$ cat src/rtl/ysyx_23060136_axi_rd_arbiter.sv
// ysyx_23060136_axi_rd_arbiter
//
// Two-client AXI4 read-channel arbiter. Merges instruction-fetch (IFU) and
// load (LSU) read requests onto a single AXI master read port. Only one
// transaction is in flight at a time. The R beat is routed back to whichever
// client owns the current grant. The block also drives the slave's
// inst_fetch sideband, so the memory model can tag the read as a fetch or a
// load.
//
// Ports:
//   clk, rst               clock (rising edge), synchronous active-high reset
//   ifu_ar*/ifu_r*         IFU read client (size fixed to 4 bytes, 3'b010)
//   lsu_ar*/lsu_r*         LSU read client (size supplied, rresp returned)
//   io_master_ar*          AR channel to the slave, fields buffered at grant
//   io_master_r*           R channel from the slave, passed through with no latency
//   inst_fetch             high while the granted transaction belongs to IFU
//
// Configuration:
//   YSYX_23060136_ARB_RR_EN  defined   : round-robin on ties. A last-grant
//                                         bit is reset to LSU, so IFU wins
//                                         the first tie after reset.
//                            undefined : fixed priority, LSU wins every tie.

module ysyx_23060136_axi_rd_arbiter #(
  parameter int ADDR_W = 32,
  parameter int DATA_W = 64
) (
  input  logic              clk,
  input  logic              rst,

  input  logic              ifu_arvalid,
  input  logic [ADDR_W-1:0] ifu_araddr,
  output logic              ifu_arready,
  output logic              ifu_rvalid,
  input  logic              ifu_rready,
  output logic [DATA_W-1:0] ifu_rdata,

  input  logic              lsu_arvalid,
  input  logic [ADDR_W-1:0] lsu_araddr,
  input  logic [2:0]        lsu_arsize,
  output logic              lsu_arready,
  output logic              lsu_rvalid,
  input  logic              lsu_rready,
  output logic [DATA_W-1:0] lsu_rdata,
  output logic [1:0]        lsu_rresp,

  output logic              io_master_arvalid,
  input  logic              io_master_arready,
  output logic [ADDR_W-1:0] io_master_araddr,
  output logic [2:0]        io_master_arsize,
  output logic [3:0]        io_master_arid,
  output logic [7:0]        io_master_arlen,
  output logic [1:0]        io_master_arburst,
  input  logic              io_master_rvalid,
  output logic              io_master_rready,
  input  logic [DATA_W-1:0] io_master_rdata,
  input  logic [1:0]        io_master_rresp,
  input  logic              io_master_rlast,

  output logic              inst_fetch
);

  localparam logic [2:0] IFU_SIZE = 3'b010;

  typedef enum logic [1:0] {IDLE, ADDR, DATA} state_t;

  // AR fields captured at grant time and held until the next grant
  typedef struct packed {
    logic [ADDR_W-1:0] addr;
    logic [2:0]        size;
  } ar_req_t;

  state_t  state;
  logic    grant_ifu;
  ar_req_t ar_q;

  // Tie-break preference: 1 -> IFU wins when both clients request together
  logic prefer_ifu;
`ifdef YSYX_23060136_ARB_RR_EN
  logic last_ifu;
  assign prefer_ifu = ~last_ifu;
`else
  assign prefer_ifu = 1'b0;
`endif

  logic ifu_win, lsu_win, can_grant;
  assign ifu_win   = ifu_arvalid & (~lsu_arvalid | prefer_ifu);
  assign lsu_win   = lsu_arvalid & ~ifu_win;
  // Gate with rst so a client never sees a handshake that the FSM drops
  assign can_grant = (state == IDLE) & ~rst;

  assign ifu_arready = can_grant & ifu_win;
  assign lsu_arready = can_grant & lsu_win;

  logic r_sel_ready, r_done;
  assign r_sel_ready = grant_ifu ? ifu_rready : lsu_rready;
  assign r_done      = io_master_rvalid & io_master_rready & io_master_rlast;

  always_ff @(posedge clk) begin
    if (rst) begin
      state     <= IDLE;
      grant_ifu <= 1'b0;
      ar_q      <= '0;
`ifdef YSYX_23060136_ARB_RR_EN
      last_ifu  <= 1'b0;
`endif
    end else begin
      case (state)
        IDLE: begin
          if (ifu_win | lsu_win) begin
            grant_ifu <= ifu_win;
            ar_q.addr <= ifu_win ? ifu_araddr : lsu_araddr;
            ar_q.size <= ifu_win ? IFU_SIZE : lsu_arsize;
            state     <= ADDR;
`ifdef YSYX_23060136_ARB_RR_EN
            last_ifu  <= ifu_win;
`endif
          end
        end
        ADDR: if (io_master_arready) state <= DATA;
        DATA: if (r_done) state <= IDLE;
        default: state <= IDLE;
      endcase
    end
  end

  // AR channel: fields come from registers; valid decodes from the state register
  assign io_master_arvalid = (state == ADDR);
  assign io_master_araddr  = ar_q.addr;
  assign io_master_arsize  = ar_q.size;
  assign io_master_arid    = 4'd0;
  assign io_master_arlen   = 8'd0;
  assign io_master_arburst = 2'b01;

  // Held steady from grant through the last R beat, so the sideband is
  // stable while the slave performs its AR handshake
  assign inst_fetch = (state != IDLE) & grant_ifu;

  // R channel: combinational steering, zero added latency
  assign io_master_rready = (state == DATA) & r_sel_ready;
  assign ifu_rvalid       = (state == DATA) &  grant_ifu & io_master_rvalid;
  assign lsu_rvalid       = (state == DATA) & ~grant_ifu & io_master_rvalid;
  assign ifu_rdata        = io_master_rdata;
  assign lsu_rdata        = io_master_rdata;
  assign lsu_rresp        = io_master_rresp;

endmodule

$ cat config.mk
export PLATFORM = sky130hd
export DESIGN_NAME = ysyx_23060136_axi_rd_arbiter
export DESIGN_NICKNAME = d
export VERILOG_FILES = /design/src/rtl/ysyx_23060136_axi_rd_arbiter.sv
export SDC_FILE = /design/constraint.sdc
export NUM_CORES = 1
export LEC_CHECK = 0
export CORE_AREA = 2 2 128 130
export CTS_BUF_LIST = sky130_fd_sc_hd__clkbuf_16
export CTS_CLUSTER_DIAMETER = 30
export CTS_CLUSTER_SIZE = 24
export DETAILED_ROUTE_END_ITERATION = 12
export DIE_AREA = 0 0 130 132
export SLEW_MARGIN = 5
export SYNTH_ARGS = -nofsm -noshare
export SYNTH_HDL_FRONTEND = slang
export SYNTH_SLANG_ARGS = --single-unit
$ cat constraint.sdc
create_clock -name clk -period 2.1 [get_ports clk]
set_input_delay 0.42 -clock clk [delete_from_list [all_inputs] [get_ports clk]]
set_output_delay 0.42 -clock clk [all_outputs]
set_load 0.03 [all_outputs]
==> results.cfg, run 1 <==
[place]
place_area_um2 = 3330
gp_routability_congestion = 0.715
preCtsSetupSlack_ps = -143
placed_wire_length_estimate_um = 6440
buffer_ports.inserted = 117
placed_cells_incl_taps = 558

[floorplan]
starting_utilization_of_the_core_area_pct = 19.1
die_area_um2 = 17200
die-height_um = 132
core_area_um2 = 15700
core.rowCount = 46
io_pins = 328
die-width_um = 130

[worst_setup_path]
critical-path-top-delay-family = buffers and inverters
timing.critical_path.from_type = primary input
cp-end-kind = primary output
crit_path_end = ifu_arready
worstSetupStartpoint = lsu_arvalid
worst_path_max_delay_cell = sky130_fd_sc_hd__clkdlybuf4s50_1
cpPeakStageDelay_ps = 430
regToRegStartpoint = state[1]
critical_path_peak_fanout = 7
cpMostUsedCell = sky130_fd_sc_hd__buf_4
worst-r2r-setup-slack_ps = 150
path_cells = clkdlybuf4s50_1, buf_4, nand2b_2, nor3_1, buf_4
ff2ff_path_depth = 3
timing.critical_path.depth = 5
timing.critical_path.buf_inv = 3
cp_data_required_time_ps = 1680
cp.arrival_ps = 1570
worstReg2RegEnd = io_master_araddr[24]
crit_path_class = in2out

[sta]
worst_slew_pin_slew_ps = 1050
setup_violations = 0
postLayoutSetupSlackWorst_ps = 112
grt_setup_unrepaired = false
min_clock_period_post_route_ps = 1990
finClkSkew_ps = 6.20
fin_worst_hold_slack_ps = 488
final_hold_viol_count = 0
fmax_mhz = 503
drv_slew = 0
final.period_utilization_pct = 94.7
relSlewSlack_pct = 29.9

[clock_tree]
tritoncts.num_buffers = 5
cts_tree = yes
cts_sinks = 38
cts.htree.levels = 2
cts_setup_buffers = 0
clock_root_cell = sky130_fd_sc_hd__clkbuf_16
clk_transition_reported_paths_ps = 60
cts_hold_buf = 0
clk_path_buf_depth = 2
clk_latency_ps = 290

[yosys]
yosys.cell_count.top_type = sky130_fd_sc_hd__buf_4
netlist_instances = 370
post_synthesis_cell_type_with_the_largest_combined_area = sky130_fd_sc_hd__buf_4
dominantRegCellSynth = sky130_fd_sc_hd__dfxtp_1
post_synth_most_frequent_cells = sky130_fd_sc_hd__buf_4, sky130_fd_sc_hd__nand2_1, sky130_fd_sc_hd__dfxtp_1, sky130_fd_sc_hd__a21oi_1
number_of_flops_mapped_to_enable_cells_by_yosys = 0
yosys_register_bits = 38
synth.avg_cell_area_um2 = 8.13
ys_async_sr_fraction_pct = 0
synth_top_cells_by_area = sky130_fd_sc_hd__buf_4, sky130_fd_sc_hd__dfxtp_1, sky130_fd_sc_hd__nand2_1, sky130_fd_sc_hd__a311oi_2, sky130_fd_sc_hd__a21oi_1
synth_top_area_share_pct = 38.0
synthesis.area_um2 = 3010
synth_seq_area_share_pct = 25.3
yosys_warnings = 0
synthDistinctLibCells = 25

[global_route]
grt.total_usage_pct = 9.79
antenna_violations_before_repair = 0
grt_overflow = 0
first_pass_grt_wire_length_um = 12800
grt_start_max_net_pins = 34
first_global_vias = 2249

[drt]
drtPass1Iterations = 4
drc = 0
route.detailed.wl_per_inst_um = 15.1
via_count = 2282
wirelength_um = 8520
drt_first_iter_violations = 99
number_of_vias_per_cell_after_detailed_routing = 4.05
ant_nets = 0

[final_layout]
antenna_fix_cells = 0
area_growth_pct = 15.1
final_cell_count_no_fill = 564
ratio_of_cells_with_drive_above_1_in_the_final_layout_pct = 12.4
final_nets = 491
fin_area_um2 = 3460

[pwr]
peakVddDrop_v = 0.000258
total_power_w = 0.00249
power.density_nw_per_um2 = 719
p_leak_nw = 1.28

[min_path]
timing.hold.worst.class = reg2reg

[flow_run]
maxCapViolCount = 0

[status]
outcome = finished clean
-- power breakdown --
part	internal [W]	leakage, nW	switching, W
Clock	0.000423	0.0632	0.000301
Sequential	0.000812	0.315	0.0000524
Combinational	0.000402	0.898	0.000499
-- kinds of logic after synthesis --
| family | after synthesis | share of synthesized area, % |
|---|---|---|
| DFF | 38 | 25.3 |
| other | 2 | 0.250 |
| and+or+nand+nor | 88 | 12.3 |
| buffers and inverters | 168 | 42.1 |
| muxes | 1 | 0.333 |
| AOI/OAI and AO/OA | 73 | 19.8 |
-- timing repair --
| item | 4_1_cts | 5_1_grt |
|---|---|---|
| pin swaps | 0 | 2 |
| gates resized for setup | 1 | 1 |
| setup endpoints to repair | 1 | 13 |
-- registers in the layout (all words and copies together), names as in the netlist --
signal and flops:
io_master_araddr 32, io_master_arsize 3, state 2, grant_ifu 1
-- per-stage QoR --
| step | setup TNS [ps] | utilization [%] |
|---|---|---|
| 2_1_floorplan | 0 | - |
| 3_3_place_gp | -2030 | 21.2 |
| 3_5_place_dp | -3690 | 21.2 |
| 4_1_cts | 0 | 22.0 |
| 5_1_grt | 0 | 22.0 |
| 6_report | 0 | 22.0 |
-- per-layer routing --
metal / global-route usage [%] / share of wire [%] / up-vias
met3: 4.79 / 14 / 54
met5: 0 / 0 / -
li1: - / - / 1034
met2: 14.8 / 43 / 167
met1: 10.8 / 38 / 1027
met4: 6.45 / 5.0 / 0
-- how the worst min path moves through the flow --
stage	startpoint	to	slack, ps	cells after the start
after CTS	io_master_arsize[0]	io_master_arsize[0]	490	2
after detailed placement	io_master_arsize[0]	io_master_arsize[0]	490	2
after floorplan	lsu_arvalid	grant_ifu	520	1
after global placement	io_master_arsize[2]	io_master_arsize[2]	460	2
final	io_master_arsize[2]	io_master_arsize[2]	490	2
after global routing	io_master_arsize[0]	io_master_arsize[0]	520	2
-- cell usage in the layout, fill, tap and decap left out, drive strengths merged, types with 2 or more instances in the layout --
cell and instances:
a21oi 37, a311oi 32, buf 16, clkbuf 5, clkdlybuf4s50 109, conb 14, dfxtp 38, nand2 67
nand2b 2, nand3 3, nor2 6, nor2b 4, nor3 2, o21ai 2, or2 2
-- cell type report --
cell class,count,area (um^2)
flip-flops and latches,38,761
well taps,216,270
clock inverters,1,3.75
clock buffers,5,125
repair buffers,127,1250
multi-input cells,176,1040
inverters,1,3.75
fillers,1734,12300
-- worst register-to-register path, delay by kind of cell, from the launching register on --
kind / cells / cell delay (ps)
AO/OA/AOI/OAI: 1 / 230
AND/OR/NAND/NOR: 2 / 1170
flip-flops: 1 / 360
Power figures use the tool's default switching activity.
==> run 2: changes to the inputs <==
- CORE_AREA: 2 2 128 130 -> 2 2 129 131
- DIE_AREA: 0 0 130 132 -> 0 0 131 133
- clock period: 2.1 -> 2.15 ns (I/O delays scaled with it)
==> run 2 against run 1 <==
Effect of this change:
- critical path depth shrank 1
- global-route usage is 0.39 points lower
- sequential cell count stayed put
- non-clock buffer count grew 1
- final area increased by 0.94%
- cell count increased by 1.4%
- critical path type unchanged
- worst hold slack worse by 25 ps
- die area grew 1.5%
==> results.cfg, run 2 (synthesized netlist as in run 1, its figures left out) <==
[sta]
min_clock_period_post_route_ps = 2080
final.period_utilization_pct = 96.9
final_hold_viol_count = 0
setup_violations = 0
worst_slew_pin_slew_ps = 695
drv_slew = 0
tns_ps = 0
relSlewSlack_pct = 53.5
fmax_mhz = 480
finClkSkew_ps = 3.60
grt_setup_unrepaired = false

[floorplan]
core.rowCount = 47
die-width_um = 131
die_area_um2 = 17400
core_area_um2 = 16200
io_pins = 328
starting_utilization_of_the_core_area_pct = 18.6
die-height_um = 133

[pwr]
power.switching_w = 0.000851
power_report.internal_total_w = 0.00161
total_power_w = 0.00246
power.density_nw_per_um2 = 704
p_leak_nw = 1.29
pwr-share-seq_pct = 34.4
switching_share_pct = 34.6
share_comb_of_total_power_pct = 36.5
peakVddDrop_v = 0.000244
power.share.clock_pct = 29.1

[final_layout]
largest_register_ffs = 32
final_nets = 493
ratio_of_cells_with_drive_above_1_in_the_final_layout_pct = 13.1
area_growth_pct = 16.2
fin_area_um2 = 3490
final_common_cell = sky130_fd_sc_hd__clkdlybuf4s50_1
antenna_fix_cells = 0
fill_count = 1770
layout_common_cells = sky130_fd_sc_hd__clkdlybuf4s50_1, sky130_fd_sc_hd__nand2_1, sky130_fd_sc_hd__dfxtp_1

[status]
outcome = finished clean

[drt]
drtPass1Iterations = 5
met3_wirelength_um = 1030
ant_nets = 0
via_count = 2288
route.detailed.wl_per_inst_um = 15.3
top_signal_layer_used = met4
met2_wirelength_um = 4020
number_of_vias_per_cell_after_detailed_routing = 4.00
drc = 0
drt_first_iter_violations = 137
wl_met1_um = 3290
wirelength_um = 8750

[worst_setup_path]
cp_data_required_time_ps = 1720
critical_path_peak_fanout = 6
timing.critical_path.buf_inv = 2
crit_path_class = in2out
path_cells = clkdlybuf4s50_1, nand2b_2, nor3_1, buf_4
worst_path_max_delay_cell = sky130_fd_sc_hd__clkdlybuf4s50_1
cp.arrival_ps = 1650
timing.critical_path.from_type = primary input
cpPeakStageDelay_ps = 530
critical-path-top-delay-family = buffers and inverters
cp-end-kind = primary output

[clock_tree]
cts.htree.levels = 2
tritoncts.num_buffers = 5
cts_hold_buf = 0
clk_transition_reported_paths_ps = 50
clock_root_cell = sky130_fd_sc_hd__clkbuf_16
cts_tree = yes
clk_latency_ps = 290
cts_sinks = 38
clk_path_buf_depth = 2

[global_route]
first_global_vias = 2290
grt_start_max_net_pins = 34
grt_overflow = 0
grt.total_usage_pct = 9.40
antenna_violations_before_repair = 0
first_pass_grt_wire_length_um = 12500

[place]
gp_routability_congestion = 0.668
placed_wire_length_estimate_um = 6540
place_area_um2 = 3340
buffer_ports.inserted = 117

[min_path]
timing.hold.worst.class = in2reg

[flow_run]
maxCapViolCount = 0
## run 2: cell types whose count changed in the layout (fill, tap and decap cells not counted), sizes merged
cell	change
buf	+1
nor2	+1
inv	+1
clkinv	+1
## run 2: per-stage QoR
| stage | instances | hold WS [ps] | setup WS (ps) | util, % |
|---|---|---|---|---|
| global route | 572 | 482 | 7.88 | 21.6 |
| global placement | 563 | 464 | -206 | 20.7 |
| detailed placement | 563 | 483 | -268 | 20.7 |
| finish | 572 | 463 | 66.0 | 21.6 |
| CTS | 571 | 456 | 8.33 | 21.5 |
| floorplan | 382 | 527 | 248 | - |
## run 2: final timing paths
kind / startpoint / endpoint / slack, ps / depth (start not counted)
hold reg to reg: io_master_arsize[0] / io_master_arsize[0] / 490 / 2
hold / removal: rst / io_master_araddr[4] / 460 / 2
setup reg to reg: state[1] / io_master_arsize[1] / 390 / 3
setup / recovery: lsu_arvalid / ifu_arready / 70 / 4
## run 2: cell type report
class                           instances  area (um^2)  share of cell area (%)
Inverter                                1         3.75                   0.107
Clock inverter                          3         12.5                   0.358
Timing Repair Buffer                  128         1260                    36.1
Multi-Input combinational cell        177         1050                    30.2
Clock buffer                            5          125                    3.58
Tap cell                              220          275                    7.88
Sequential cell                        38          761                    21.8
## run 2: power groups by stage
stage,Sequential (W),Clock [W],Combinational [W]
global placement,0.000859,0,0.000874
global route,0.000856,0.000777,0.000961
detailed placement,0.000861,0,0.000886
CTS,0.000847,0.000753,0.000886
floorplan,0.00101,0,0.000826
finish,0.000847,0.000715,0.000897
## run 2: repair_timing
item | 4_1_cts | 5_1_grt
endpoints found under the setup margin | 1 | 34
gates resized for setup | 1 | 2
endpoints found under the hold margin | 0 | 0
cloned | 0 | 1
buffers inserted | 0 | 0
## run 2: metal layers
| layer | track usage, % | vias up |
|---|---|---|
| met5 | 0 | - |
| met4 | 7.03 | 0 |
| met3 | 4.33 | 42 |
| met2 | 14.2 | 166 |
| met1 | 10.2 | 1037 |
| li1 | - | 1043 |
==> run 3: changes to the inputs <==
- HOLD_SLACK_MARGIN: not set -> 0.15
==> results of run 3 <==
Same layout as run 2: the final DEF is identical, and so are final timing and power.
